<file path="src/rtl/gpr_wb_queue_pkg.sv">
// Shared constants for the GPR writeback queue: register-file geometry and
// the default queue depth.
package gpr_wb_queue_pkg;

   localparam int GPR_AW   = 5;
   localparam int GPR_DW   = 32;
   localparam int WB_DEPTH = 4;

   localparam logic [GPR_AW-1:0] REG_ZERO = 5'd0;

endpackage

</file>
<file path="src/rtl/gpr_wb_match.sv">
// Youngest-match search over the pending writeback entries for one hazard
// query address; the entry closest to the tail wins.
module gpr_wb_match
   import gpr_wb_queue_pkg::*;
#(
   parameter int DEPTH = WB_DEPTH,
   parameter int AW    = GPR_AW,
   parameter int DW    = GPR_DW,
   localparam int PW   = $clog2(DEPTH)
) (
   input  logic [DEPTH-1:0]         valid_i,
   input  logic [DEPTH-1:0][AW-1:0] rw_i,
   input  logic [DEPTH-1:0][DW-1:0] wd_i,
   input  logic [PW-1:0]            head_i,
   input  logic [AW-1:0]            query_i,
   output logic                     hit_o,
   output logic [DW-1:0]            data_o
);

   logic [PW-1:0] idx;

   // Walk from oldest (head) to youngest so the last hit overrides earlier ones.
   always_comb begin
      hit_o  = 1'b0;
      data_o = '0;
      idx    = '0;
      for (int i = 0; i < DEPTH; i++) begin
         idx = head_i + PW'(i);
         if (valid_i[idx] && (rw_i[idx] == query_i)) begin
            hit_o  = 1'b1;
            data_o = wd_i[idx];
         end
      end
      if (query_i == AW'(REG_ZERO)) begin
         hit_o  = 1'b0;
         data_o = '0;
      end
   end

endmodule

</file>
<file path="src/rtl/gpr_wb_queue.sv">
// Writeback queue feeding the single GPR write port: buffers multi-cycle unit
// results, drains one per cycle, and answers busy/forward queries for two reads.
module gpr_wb_queue
   import gpr_wb_queue_pkg::*;
#(
   parameter int DEPTH = WB_DEPTH,
   parameter int AW    = GPR_AW,
   parameter int DW    = GPR_DW,
   localparam int PW   = $clog2(DEPTH),
   localparam int CW   = $clog2(DEPTH + 1)
) (
   input  logic          clk,
   input  logic          rst,
   input  logic          in_valid,
   output logic          in_ready,
   input  logic [AW-1:0] in_rw,
   input  logic [DW-1:0] in_wd,
   input  logic          hold,
   output logic          GPRWr,
   output logic [AW-1:0] rw,
   output logic [DW-1:0] wd,
   input  logic [AW-1:0] qa,
   input  logic [AW-1:0] qb,
   output logic          busy_a,
   output logic          busy_b,
   output logic [DW-1:0] fwd_a,
   output logic [DW-1:0] fwd_b,
   output logic [CW-1:0] count
);

   localparam logic [CW-1:0] FULL_CNT = CW'(DEPTH);

   logic [DEPTH-1:0][AW-1:0] rw_q;
   logic [DEPTH-1:0][DW-1:0] wd_q;
   logic [DEPTH-1:0]         valid_q;
   logic [PW-1:0]            head_q, head_d;
   logic [PW-1:0]            tail_q, tail_d;
   logic [CW-1:0]            count_q, count_d;
   logic                     accept;
   logic                     enq;
   logic                     pop;

   // Writes to r0 still handshake but never occupy an entry.
   always_comb begin
      in_ready = (count_q < FULL_CNT);
      accept   = in_valid && in_ready;
      enq      = accept && (in_rw != AW'(REG_ZERO));
      pop      = (count_q != '0) && !hold;

      head_d = head_q;
      tail_d = tail_q;
      if (pop) begin
         head_d = head_q + 1'b1;
      end
      if (enq) begin
         tail_d = tail_q + 1'b1;
      end

      count_d = count_q;
      case ({enq, pop})
         2'b10:   count_d = count_q + 1'b1;
         2'b01:   count_d = count_q - 1'b1;
         default: count_d = count_q;
      endcase
   end

   // Pop and push never hit the same slot: pushing needs room, popping needs data.
   always_ff @(posedge clk or negedge rst) begin
      if (!rst) begin
         rw_q    <= '0;
         wd_q    <= '0;
         valid_q <= '0;
         head_q  <= '0;
         tail_q  <= '0;
         count_q <= '0;
      end else begin
         head_q  <= head_d;
         tail_q  <= tail_d;
         count_q <= count_d;
         if (pop) begin
            valid_q[head_q] <= 1'b0;
         end
         if (enq) begin
            valid_q[tail_q] <= 1'b1;
            rw_q[tail_q]    <= in_rw;
            wd_q[tail_q]    <= in_wd;
         end
      end
   end

   always_comb begin
      GPRWr = pop;
      rw    = pop ? rw_q[head_q] : '0;
      wd    = pop ? wd_q[head_q] : '0;
      count = count_q;
   end

   gpr_wb_match #(
      .DEPTH (DEPTH),
      .AW    (AW),
      .DW    (DW)
   ) u_match_a (
      .valid_i (valid_q),
      .rw_i    (rw_q),
      .wd_i    (wd_q),
      .head_i  (head_q),
      .query_i (qa),
      .hit_o   (busy_a),
      .data_o  (fwd_a)
   );

   gpr_wb_match #(
      .DEPTH (DEPTH),
      .AW    (AW),
      .DW    (DW)
   ) u_match_b (
      .valid_i (valid_q),
      .rw_i    (rw_q),
      .wd_i    (wd_q),
      .head_i  (head_q),
      .query_i (qb),
      .hit_o   (busy_b),
      .data_o  (fwd_b)
   );

endmodule
</file>
<file path="config.mk">
export PLATFORM = sky130hd
export DESIGN_NAME = gpr_wb_queue
export DESIGN_NICKNAME = d
export VERILOG_FILES = /design/src/rtl/gpr_wb_queue_pkg.sv /design/src/rtl/gpr_wb_match.sv /design/src/rtl/gpr_wb_queue.sv
export SDC_FILE = /design/constraint.sdc
export NUM_CORES = 1
export LEC_CHECK = 0
export CAP_MARGIN = 10
export CORE_ASPECT_RATIO = 0.8
export CORE_MARGIN = 5
export CORE_UTILIZATION = 35
export CTS_BUF_LIST = sky130_fd_sc_hd__clkbuf_16
export DETAILED_ROUTE_END_ITERATION = 10
export PLACE_DENSITY = 0.52
export SLEW_MARGIN = 15
export SYNTH_ARGS = -nofsm -noshare
export SYNTH_HDL_FRONTEND = slang
export SYNTH_SLANG_ARGS = --single-unit
</file>
<file path="constraint.sdc">
create_clock -name clk -period 11.7 [get_ports clk]
set_input_delay 2.34 -clock clk [delete_from_list [all_inputs] [get_ports clk]]
set_output_delay 2.34 -clock clk [all_outputs]
set_load 0.005 [all_outputs]
</file>
==> results_dict.tcl, run 1 <==
set metrics [dict create \
    status "finished clean" \
    die-area_um2 40570 \
    layout-drive-gt1-share_pct 40.09 \
    synth.avg_cell_area_um2 12.92 \
    finalCritPeriodShare_pct 75.07 \
    max_freq_ghz 0.1139 \
    drtIter0Drc 725 \
    grt_pass1_wl_um 60050 \
    ctsLongestPathBuffers 2 \
    start_kind "input pin" \
    switchingPower_uw 2028 \
    ir_drop_v 0.0002033 \
    cts_tree "yes" \
    hold_viol_final 0 \
    cts_max_level 4 \
    max_slew_margin_pct 21.18 \
    ys.flop_type "dfrtp_1" \
    wl_um 38550 \
    synth_top_cell_area_share_pct 31.04 \
    start_util_pct 35.61 \
    netlist_instances 992 \
    r2r-start "head_q[1]$_DFFE_PN0N_" \
    rr_worst_depth 5 \
    final_antenna_net_count 0 \
    r2r_end "head_q[1]$_DFFE_PN0N_" \
    core_um2 35990 \
    pre_cts_ws_ns 2.928 \
    timing.final.max_slew_violations 0 \
    rsz0062_at_grt "false" \
    synth_warnings 0 \
    drcViolationCount 0 \
    holdBufCountCts 0 \
    cts_resized 0 \
    worstPathArrival_ns 6.44 \
    cts_sinks 159 \
    hpwl_um 24630 \
    antenna_found_initial 2 \
    worst_pin_slew_ns 1.180 \
    numCtsBuffers 17 \
    synth_edf_count 0 \
    netlist_area_um2 12820 \
    vias_per_cell 6.005 \
    gp_congestion 0.7751 \
    clk_pin_slew_ns 0.07 \
    critPathRequiredTime_ns 9.36 \
    fill_cells 3367 \
    grt_start_max_net_pins 136 \
    crit_fanout 34 \
    swShare_pct 39.85 \
    ys_ff_latch 159 \
    async_flop_share_pct 100.0 \
    synth_commonest_cells "mux2_2 (176), dfrtp_1 (159), mux4_2 (148)" \
    fin_crit_ns 8.783 \
    synth_cell_type_count 44 \
    die_x_um 224.0 \
    leakage_uw 0.005671 \
    die_y_um 181.2 \
    power.share.clock_pct 10.9 \
    clock_latency_ns 0.43 \
    grt_use_total_pct 18.91 \
    crit_start "qa[4]" \
    syn-num-nets 1053 \
    num_vias 9428 \
    worst_slack_ns 2.917 \
    r2r_setup_slack_ns 9.00 \
    numPortBuffers 158 \
    worstHoldPathType "reg2reg" \
    synth_seq_area_share_pct 31.04 \
    end_kind "primary output" \
    cts_setup_buffers 0 \
    finalClockSkew_ns 0.01004 \
    tns_ns 0 \
    pwr-share-seq_pct 23.4 \
    areaGrowthSynthToFinish_pct 18.81 \
    crit_type "in2out" \
    hp-start "count[0]$_DFFE_PN0P_" \
    nNetsFinal 1138 \
    power.density_nw_per_um2 334.2 \
    routedWlPerCell_um 24.55 \
    setup_viol 0 \
    p_int_uw 3061 \
    placementRows 62 \
    yosysMostFrequentCell "mux2_2" \
    synth_area_leaders "dfrtp_1 (31%), mux4_2 (26%), mux2_2 (15%)" \
    comb_power_share_pct 65.7 \
    synth_top_area_cell "dfrtp_1" \
    first_pass_iters 5 \
    crit_end "fwd_a[22]" \
    cap_violations 0 \
    gr-total-overflow 0 \
    first_global_vias 9568 \
    cts-root-buf "clkbuf_16" \
    pin_count 159 \
    antenna_cells 0 \
]
kinds of logic after synthesis:
kind of cell | share of synthesized area (%)
DFF | 31.04
buffers and inverters | 4.324
and+or+nand+nor | 8.581
adders and majority gates | 1.035
muxes | 45.45
AOI/OAI and AO/OA | 6.492
xor gates and xnor gates | 3.075
layer usage:
layer,track usage (%),vias up,routed length [um]
met5,0,-,31
met4,4.361,4,619
met2,28.50,380,17410
met3,4.754,41,2782
met1,27.59,4940,17710
li1,-,4063,-
final cells by class:
class / count / area (um^2) / share of cell area [%]
clock buffer: 17 / 425.4 / 2.794
clock inverter: 15 / 143.9 / 0.9449
inverter: 9 / 33.78 / 0.2218
multi-input combinational: 720 / 8353 / 54.85
sequential: 159 / 3986 / 26.18
tap: 480 / 600.6 / 3.944
timing repair buffer: 170 / 1685 / 11.07
critical path: stages:
cell and delay, ns:
clkdlybuf4s50_1 0.53, xor2_1 0.22, nor4_2 0.43, and3_2 0.97, o21ba_2 0.91, a221oi_1 0.24
nor3_1 0.26, clkdlybuf4s50_1 0.54
worst min-delay path by stage:
stage / end / slack (ns) / cells after the start
after floorplan: valid_q[0]$_DFF_PN0_ / 0.49 / 2
after global placement: count[0]$_DFFE_PN0P_ / 0.49 / 1
after detailed placement: count[0]$_DFFE_PN0P_ / 0.49 / 1
after CTS: count[0]$_DFFE_PN0P_ / 0.50 / 1
after global routing: count[0]$_DFFE_PN0P_ / 0.52 / 1
final: count[0]$_DFFE_PN0P_ / 0.50 / 1
flip-flops by register name, indices dropped and copies added (netlist names):
signal,flops
wd_q,128
head_q,2
rw_q,20
count,3
valid_q,4
tail_q,2
layout by cell type, fill, tap and decap left out, drive strengths merged, types with 2 or more instances in the layout:
cell	synthesis	final
mux2	210	210
dfrtp	159	159
clkdlybuf4s50	0	157
mux4	148	148
nor2	71	71
nor3	61	61
a221oi	60	60
and2	40	40
nand2	28	28
xnor2	26	26
xor2	19	19
clkbuf	58	17
buf	46	13
inv	9	13
ha	9	9
a21oi	7	7
clkinvlp	0	5
a31oi	5	5
nor4	5	5
nand4	4	4
o21ai	4	4
a221o	4	4
clkinv	0	4
and3	3	3
mux2i	3	3
or4	2	2
or2	2	2
nand3b	2	2
nand3	2	2
bufinv	0	2
stage by stage:
step	total power [uW]	area, um^2	std cells	hold WS [ns]	utilization [%]
after floorplan	3600	12820	992	0.4870	-
after global placement	4520	14660	1538	0.4894	40.73
after detailed placement	4522	14660	1538	0.4889	40.73
after CTS	5112	15230	1570	0.5019	42.31
after global routing	5431	15230	1570	0.5151	42.31
final	5089	15230	1570	0.5030	42.31
power by group through the flow:
| stage | clock (uW) | combinational, uW | sequential [uW] |
|---|---|---|---|
| after floorplan | 0 | 2560 | 1040 |
| after global placement | 0 | 3350 | 1170 |
| after detailed placement | 0 | 3340 | 1190 |
| after CTS | 570 | 3360 | 1180 |
| after global routing | 590 | 3600 | 1240 |
| final | 555 | 3340 | 1190 |
No activity file was read; power rests on OpenSTA's default activity.
==> run 2: changes to the inputs <==
==> constraint.sdc (replaced) <==
create_clock -name clk -period 8.09 [get_ports clk]
set_input_delay 1.618 -clock clk [delete_from_list [all_inputs] [get_ports clk]]
set_output_delay 1.618 -clock clk [all_outputs]
set_load 0.005 [all_outputs]
==> results_dict.tcl, run 2 (synthesis results as in run 1) <==
set metrics [dict create \
    status "finished clean" \
    cts_tree "yes" \
    finalCritPeriodShare_pct 88.96 \
    placementRows 62 \
    fin_crit_ns 7.197 \
    cts_sinks 159 \
    rsz0062_at_grt "false" \
    max_freq_ghz 0.1390 \
    num_vias 9465 \
    antenna_cells 0 \
    largest_reg_flops 128 \
    setup_viol 0 \
    antenna_found_initial 0 \
    first_global_vias 9494 \
    routedWlPerCell_um 24.92 \
    top_register "wd_q" \
    cts_setup_buffers 0 \
    gr-total-overflow 0 \
    critPathRequiredTime_ns 6.47 \
    numCtsBuffers 17 \
    layout-drive-gt1-share_pct 40.64 \
    cts_max_level 4 \
    worstPathArrival_ns 5.58 \
    cap_violations 0 \
    start_kind "register" \
    hold_viol_final 0 \
    cts_resized 0 \
    crit_type "reg2out" \
    finalClockSkew_ns 0.01565 \
    grt_use_total_pct 19.16 \
    grt_start_max_net_pins 88 \
    tns_ns 0 \
    top_regs "wd_q: 128 flops, rw_q: 20 flops, valid_q: 4 flops" \
    mostFrequentLayoutCells "mux2_2 (176), dfrtp_1 (157), clkdlybuf4s50_1 (157)" \
    gp_congestion 0.7617 \
    leakage_uw 0.005707 \
    hpwl_um 25270 \
    grt_pass1_wl_um 60880 \
    timing.final.max_slew_violations 0 \
    first_pass_iters 5 \
    die_y_um 181.2 \
    areaGrowthSynthToFinish_pct 18.94 \
    holdBufCountCts 0 \
    nNetsFinal 1143 \
    die-area_um2 40570 \
    ctsLongestPathBuffers 2 \
    numPortBuffers 158 \
    end_kind "primary output" \
    drtIter0Drc 738 \
    crit_fanout 32 \
    pin_count 159 \
    start_util_pct 35.61 \
    worstHoldPathType "reg2reg" \
    wl_um 39250 \
    ir_drop_v 0.0001918 \
    final_antenna_net_count 0 \
    die_x_um 224.0 \
    r2r_setup_slack_ns 4.78 \
    core_um2 35990 \
    vias_per_cell 6.010 \
    power.density_nw_per_um2 482.3 \
    p_total_uw 7353 \
    worst_pin_slew_ns 1.123 \
    whs_path_depth 1 \
    clk_pin_slew_ns 0.08 \
    clock_latency_ns 0.44 \
    drcViolationCount 0 \
    max_slew_margin_pct 24.97 \
    rr_worst_depth 7 \
    cts-root-buf "clkbuf_16" \
    final_common_cell "mux2_2" \
]
==> run 2: report_power, final <==
| group | total, uW | internal (uW) | leakage, uW | switching (uW) |
|---|---|---|---|---|
| clock | 795 | 429 | 0.000281 | 367 |
| combinational | 4860 | 2770 | 0.00351 | 2090 |
| sequential | 1690 | 1200 | 0.00191 | 491 |
| total | 7350 | 4400 | 0.00571 | 2950 |
==> run 2: path summary, 6_finish.rpt <==
check                                      start                     to
max in group asynchronous                    rst  head_q[1]$_DFFE_PN0N_
min reg2reg                 count[0]$_DFFE_PN0P_   count[0]$_DFFE_PN0P_
min                         count[0]$_DFFE_PN0P_   count[0]$_DFFE_PN0P_
max reg2reg                head_q[0]$_DFFE_PN0N_   valid_q[3]$_DFF_PN0_
min in group asynchronous                    rst    rw_q[5]$_DFFE_PN0P_
max                        head_q[1]$_DFFE_PN0N_              fwd_b[26]
==> run 2: critical path, stage by stage (launching register included) <==
cell             delay [ns]
dfrtp_4                0.73
inv_1                  0.26
ha_4                   0.67
mux4_2                 0.61
xor2_1                 0.18
nor4_4                 0.44
o2bb2a_1               0.32
nor2_4                 0.47
buf_4                  0.42
a221oi_2               0.10
nor3_1                 0.32
clkdlybuf4s50_1        0.57
==> run 2: layer usage <==
metal,vias to the layer above,share of wire [%],track usage [%]
li1,4081,-,-
met1,4988,47,28.69
met4,0,0.91,3.577
met2,374,45,28.67
met5,-,0,0
met3,22,6.8,4.413
==> run 2: stage by stage <==
| step | instance area (um^2) | utilization (%) | instances | setup slack, ns | hold slack, ns |
|---|---|---|---|---|---|
| final | 15240 | 42.35 | 1575 | 0.8934 | 0.5021 |
| after global routing | 15240 | 42.35 | 1575 | 0.6351 | 0.5361 |
| after CTS | 15240 | 42.35 | 1575 | 0.8732 | 0.5065 |
| after detailed placement | 14680 | 40.80 | 1543 | 1.348 | 0.4915 |
| after global placement | 14680 | 40.80 | 1543 | 1.378 | 0.4956 |
| after floorplan | 12820 | - | 992 | 2.026 | 0.4870 |
==> run 2: final cells by class <==
type                    count  area (um^2)
clock buffers              17        425.4
clock inverters            15        135.1
fillers                  3379        20750
inverters                   9        33.78
multi-input cells         720         8353
flip-flops and latches    159         3986
well taps                 480        600.6
repair buffers            175         1710
